### src/rtl/serial_addsub.sv
// Bit-serial LSB-first add/sub of A with CONST or B; one-cycle registered result stream.
// Stall by dropping in_valid (state holds); flush aborts the open word; no ready backpressure.
module serial_addsub #(
  parameter int unsigned           WIDTH = 4,
  parameter logic [WIDTH-1:0]      CONST = 4'b0011
) (
  input  logic clk,
  input  logic reset,
  input  logic flush,
  input  logic in_valid,
  input  logic in_a,
  input  logic in_b,
  input  logic sel_const,
  input  logic sub,
  output logic out_valid,
  output logic out_bit,
  output logic out_last,
  output logic carry_out,
  output logic ovf
);

  localparam int unsigned IDX_W = (WIDTH > 2) ? $clog2(WIDTH) : 1;

  typedef enum logic {IDLE, RUN} state_t;

  state_t           state_q, state_d;
  logic [IDX_W-1:0] idx_q, idx_d;
  logic             carry_q, carry_d;
  logic             m_sel_q, m_sel_d;
  logic             m_sub_q, m_sub_d;
  logic             out_valid_q, out_valid_d;
  logic             out_bit_q, out_bit_d;
  logic             out_last_q, out_last_d;
  logic             carry_out_q, carry_out_d;
  logic             ovf_q, ovf_d;

  logic vld, last, sel_w, sub_w, c_in, add_bit, sum_bit, c_next;

  always_comb begin
    vld  = in_valid && !flush;
    last = (idx_q == IDX_W'(WIDTH - 1));
    // Bit 0 takes the live mode and seeds carry with sub (two's-complement +1).
    sel_w   = (state_q == IDLE) ? sel_const : m_sel_q;
    sub_w   = (state_q == IDLE) ? sub       : m_sub_q;
    c_in    = (state_q == IDLE) ? sub       : carry_q;
    add_bit = (sel_w ? CONST[idx_q] : in_b) ^ sub_w;
    sum_bit = in_a ^ add_bit ^ c_in;
    c_next  = (in_a & add_bit) | (in_a & c_in) | (add_bit & c_in);
  end

  always_comb begin
    state_d     = state_q;
    idx_d       = idx_q;
    carry_d     = carry_q;
    m_sel_d     = m_sel_q;
    m_sub_d     = m_sub_q;
    out_valid_d = vld;
    out_bit_d   = vld & sum_bit;
    out_last_d  = vld & last;
    carry_out_d = carry_out_q;
    ovf_d       = ovf_q;

    if (flush) begin
      state_d = IDLE;
      idx_d   = '0;
      carry_d = 1'b0;
    end else if (in_valid) begin
      if (state_q == IDLE) begin
        m_sel_d = sel_const;
        m_sub_d = sub;
      end
      if (last) begin
        state_d     = IDLE;
        idx_d       = '0;
        carry_d     = 1'b0;
        carry_out_d = c_next;
        ovf_d       = c_in ^ c_next;
      end else begin
        state_d = RUN;
        idx_d   = idx_q + 1'b1;
        carry_d = c_next;
      end
    end
  end

  always_ff @(posedge clk or negedge reset) begin
    if (!reset) begin
      state_q     <= IDLE;
      idx_q       <= '0;
      carry_q     <= 1'b0;
      m_sel_q     <= 1'b0;
      m_sub_q     <= 1'b0;
      out_valid_q <= 1'b0;
      out_bit_q   <= 1'b0;
      out_last_q  <= 1'b0;
      carry_out_q <= 1'b0;
      ovf_q       <= 1'b0;
    end else begin
      state_q     <= state_d;
      idx_q       <= idx_d;
      carry_q     <= carry_d;
      m_sel_q     <= m_sel_d;
      m_sub_q     <= m_sub_d;
      out_valid_q <= out_valid_d;
      out_bit_q   <= out_bit_d;
      out_last_q  <= out_last_d;
      carry_out_q <= carry_out_d;
      ovf_q       <= ovf_d;
    end
  end

  assign out_valid = out_valid_q;
  assign out_bit   = out_bit_q;
  assign out_last  = out_last_q;
  assign carry_out = carry_out_q;
  assign ovf       = ovf_q;

endmodule
### config.mk
export PLATFORM = sky130hd
export DESIGN_NAME = serial_addsub
export DESIGN_NICKNAME = d
export VERILOG_FILES = /design/src/rtl/serial_addsub.sv
export SDC_FILE = /design/constraint.sdc
export NUM_CORES = 1
export LEC_CHECK = 0
export CORE_AREA = 2 2 39 41
export DETAILED_ROUTE_END_ITERATION = 6
export DIE_AREA = 0 0 41 43
export PLACE_DENSITY = 0.65
export RECOVER_POWER = 25
export REMOVE_ABC_BUFFERS = 1
export SETUP_SLACK_MARGIN = 0.05
export SYNTH_ARGS = -nofsm -noshare
export SYNTH_HDL_FRONTEND = slang
export SYNTH_SLANG_ARGS = --single-unit
### constraint.sdc
create_clock -name clk -period 4.54 [get_ports clk]
set_input_delay 0.908 -clock clk [delete_from_list [all_inputs] [get_ports clk]]
set_output_delay 0.908 -clock clk [all_outputs]
set_load 0.01 [all_outputs]
======== Word-level counts from Yosys, hierarchy flattened ========
Index checks and enable logic that the tools add are counted.
storage, ports and cells
  flip-flop bits (word level) ............. 11
  input bits .............................. 8
  word-level logic and storage cells ...... 45
operators by class
  order comparisons ....................... 1
  reductions and logical operators ........ 5
  add/subtract/negate cells ............... 1
  bitwise operators ....................... 12
  muxes and demuxes ....................... 15
  equal/unequal tests ..................... 1
operators by type and width
  cell                 number
  $mux 1               11
  $mux 2               3
  $and 1x1->1          5
  $xor 1x1->1          4
  $lt 2x3->1 const B   1
  $reduce_and 3->1     1
  $add 2x1->2 const B  1
  $bmux 1 s2           1
  $eq 2x2->1 const B   1
  $or 1x1->1           2
  $reduce_and 2->1     1
  $reduce_bool 2->1    1
  $logic_and 1x1->1    1
  $logic_not 1->1      1
  $not 1->1            1

======== Longest topological paths before layout ========
  depth in word-level cells ............... 10
  gate-level depth with buffers ........... 6
  gate-level depth less buffers ........... 6

======== Worst setup path after synthesis ========
OpenSTA, ideal clock, no wires.
  path kind ............................... input to register
  start point ............................. input port sel_const
  end point ............................... register ovf_q (netlist: ovf)
  setup time .............................. 0.125 ns
  stages .................................. 6
  path buffers ............................ 0
  setup slack ............................. 2.157 ns
  arrival time ............................ 2.258 ns
  cell sequence ........................... mux2i_1 > mux2i_1 > xnor2_1 > fa_1 > xor2_1 > mux2_2
between the ends
  longest elaborated chain between the ends .. 7
  elaborated cells on any way between the ends .. 8
  classes of those cells .................. mux (2); bitwise (6)
ends and longest elaborated chain
  what                    RTL line  source
  start: declaration      13        input logic sel_const,
  $mux 1 *                n/a
  $mux 1 *                46        add_bit = (sel_w ? CONST[idx_q] : in_b) ^ sub_w;
  $xor 1x1->1 *           46
  $and 1x1->1             48        c_next = (in_a & add_bit) | (in_a & c_in) | (add_bit & c_in);
  $or 1x1->1              48
  $or 1x1->1 *            48
  named net c_next        37        logic vld, last, sel_w, sub_w, c_in, add_bit, sum_bit, c_next;
  $xor 1x1->1 *           77        ovf_d = c_in ^ c_next;
  end signal: assignment  108       ovf_q <= ovf_d;
  end: declaration        35        logic ovf_q, ovf_d;
The timed path passes the listed nets; every way through them passes the cells marked *.
A chain may end at the register's enable or synchronous reset.

======== Worst setup path after layout ========
Ends and elaborated chain as after synthesis.

==> out/results.ini <==
[worst_setup_path]
worst-setup-path-type = input port to flop
cp_data_required_time_ps = 4700
rr_worst_depth = 6
cp_data_arrival_time_ps = 2750
r2r_start = state_q
cp_max_fo = 3
cp-end-kind = flop
reg2reg_to = ovf
startpoint_type = input port
r2r_slack_ps = 2440

[die]
dieArea_mm2 = 0.00176
die_w_um = 41
start_util_pct = 37.3
fp-row-count = 14
pin_count = 13
die_y_um = 43
core-area_mm2 = 0.00138

[timing]
relSlewSlack_pct = 66.5
rsz0062_at_grt = no
slew_violations = 0
setup_viol = 0
min_period_over_period_pct = 57.1
hold_viol = 0
fin_worst_skew_ps = 2.26
finalCriticalPeriod_ps = 2590
finalSetupTns_ps = 0
worst_pin_slew_ps = 501
max_freq_ghz = 0.386

[yosys]
netlist_area_um2 = 515
synth-seq-cells = 11
synth-async-reset-ratio_pct = 100
syn_avg_cell_area_um2 = 12.9
seq_area_frac_synth_pct = 53.4
synth-edff-count = 0
synth_cell_type_count = 19
syn_inst = 40
synth_warnings = 0
ys.flop_type = dfrtp_1

[cells_and_area]
diodes = 0
drive_above_1_share_pct = 14.5
syn2layout_area_growth_pct = 31.3
fin_util_pct = 48.9
nNetsFinal = 66

[cts]
clock_tree.htree_level_count = 1
clockRootBuffer = clkbuf_4
cts_buffer_depth = 2
cts_setup_buffers = 0
clk_latency_ps = 270
cts.repair.resized = 0
numCtsBuffers = 3
cts_hold_buffers = 0
cts_tree = yes
cts.sinks = 11
path_clk_slew_ps = 70

[grt]
grt_pass1_vias = 310
grt_pass1_wl_mm = 1.45
grt_max_degree = 12
grt.total_usage_pct = 12.8
grt_antenna_before_repair = 0
grt_overflow = 0

[detailed_routing]
ant_nets = 0
wl_per_cell_um = 11.6
remaining_drc_errors = 0
drtIter0Drc = 3
wl_um = 826
vias_per_cell = 4.41
vias = 313
drt-pass1-iter-count = 2

[power_and_ir_drop]
p_sw_uw = 62.5
power.share.switching_pct = 25.9
power_frac_seq_pct = 48.5
clock_power_share_pct = 27.8
p_leak_nw = 0.318
combPwrFrac_pct = 23.7
power.density_mw_per_mm2 = 356
intPower_uw = 179
vdd_drop_max_uv = 169

[job]
max-cap-violations = 0

[worst_hold_path]
hold_path_depth = 1
holdCritPathClass = flop to flop
hold_path_end = carry_out
min_from = carry_out

[placed_design]
port_buffers = 12
place_congestion = 0.660

[status]
status = completed

registers in the layout (all words and copies together) (netlist names):
register and flops:
carry_q 1, out_bit 1, out_valid 1, carry_out 1, out_last 1, state_q 1, m_sub_q 1, m_sel_q 1
idx_q 2, ovf 1
layer usage:
metal	part of all wire (%)	track usage (%)
met4	1.6	12.0
met1	51	20.3
met2	42	13.1
met5	0	0
met3	5.4	3.14
how the worst max path moves through the flow:
| stage | to | cells past startpoint | from |
|---|---|---|---|
| after floorplan | ovf | 6 | sel_const |
| after global placement | ovf | 7 | sel_const |
| after detailed placement | ovf | 7 | sel_const |
| after CTS | ovf | 7 | sel_const |
| after global routing | ovf | 7 | sel_const |
| final | ovf | 7 | sel_const |
final cells by class:
| type | instances | area [um2] |
|---|---|---|
| multi-input combinational | 26 | 228 |
| timing repair buffer | 12 | 120 |
| sequential | 11 | 275 |
| inverter | 2 | 7.51 |
| fill | 135 | 707 |
| clock buffer | 4 | 26.3 |
| tap | 16 | 20.0 |
cells in the mapped netlist (2+ instances only):
library cell  count  share of area, %
dfrtp_1          11                53
a21oi_1           2               1.9
inv_1             2               1.5
and2b_4           2               3.9
mux2_4            2               5.8
mux2i_1           4               7.8
nor2_1            4               2.9
xnor2_1           2               3.4
critical path: stages:
cell and delay [ps]:
clkdlybuf4s50_1 400, mux2i_1 200, mux2i_1 240, xnor2_1 110, fa_1 450, xor2_1 180, mux2_2 260
kinds of logic (layout without fill, tap and decap cells):
logic type / after synthesis / in the layout / synth area share, %
AOI/OAI and AO/OA: 3 / 3 / 3.40
adders and majority gates: 2 / 2 / 6.31
and+or+nand+nor: 10 / 10 / 11.4
muxes: 8 / 8 / 18.0
xor gates and xnor gates: 3 / 3 / 5.10
buffers and inverters: 3 / 18 / 2.43
DFF: 11 / 11 / 53.4
power groups by stage:
| stage | sequential (mW) | combinational [mW] | clock [mW] |
|---|---|---|---|
| 5_1_grt | 0.119 | 0.0634 | 0.0755 |
| 2_1_floorplan | 0.121 | 0.0290 | 0 |
| 3_5_place_dp | 0.119 | 0.0577 | 0 |
| 6_report | 0.117 | 0.0571 | 0.0671 |
| 3_3_place_gp | 0.119 | 0.0567 | 0 |
| 4_1_cts | 0.117 | 0.0581 | 0.0692 |
metrics by stage:
step	cell area, um2	worst slack, ps	power (mW)	hold slack, ps	std cells
floorplan	510	2160	0.150	482	39
global placement	651	1660	0.176	485	67
detailed placement	651	1660	0.177	485	67
CTS	677	1940	0.244	500	71
global route	677	1880	0.258	523	71
finish	677	1950	0.241	494	71
cells in the final DEF (no fill, tap or decap):
cell / instances
nand2_1: 1
clkbuf_1: 1
fa_1: 1
inv_1: 2
dlygate4sd3_1: 1
mux2_4: 2
dfrtp_1: 11
and2b_4: 2
clkbuf_4: 3
nand3b_1: 1
clkdlybuf4s50_1: 11
mux2_1: 1
mux2_2: 1
a211oi_1: 1
xnor2_1: 2
ha_1: 1
xor2_1: 1
mux2i_1: 4
nand2b_1: 1
and2_1: 1
a21oi_1: 2
nor2_1: 4
Note: power is estimated with default switching activity, not from simulation.
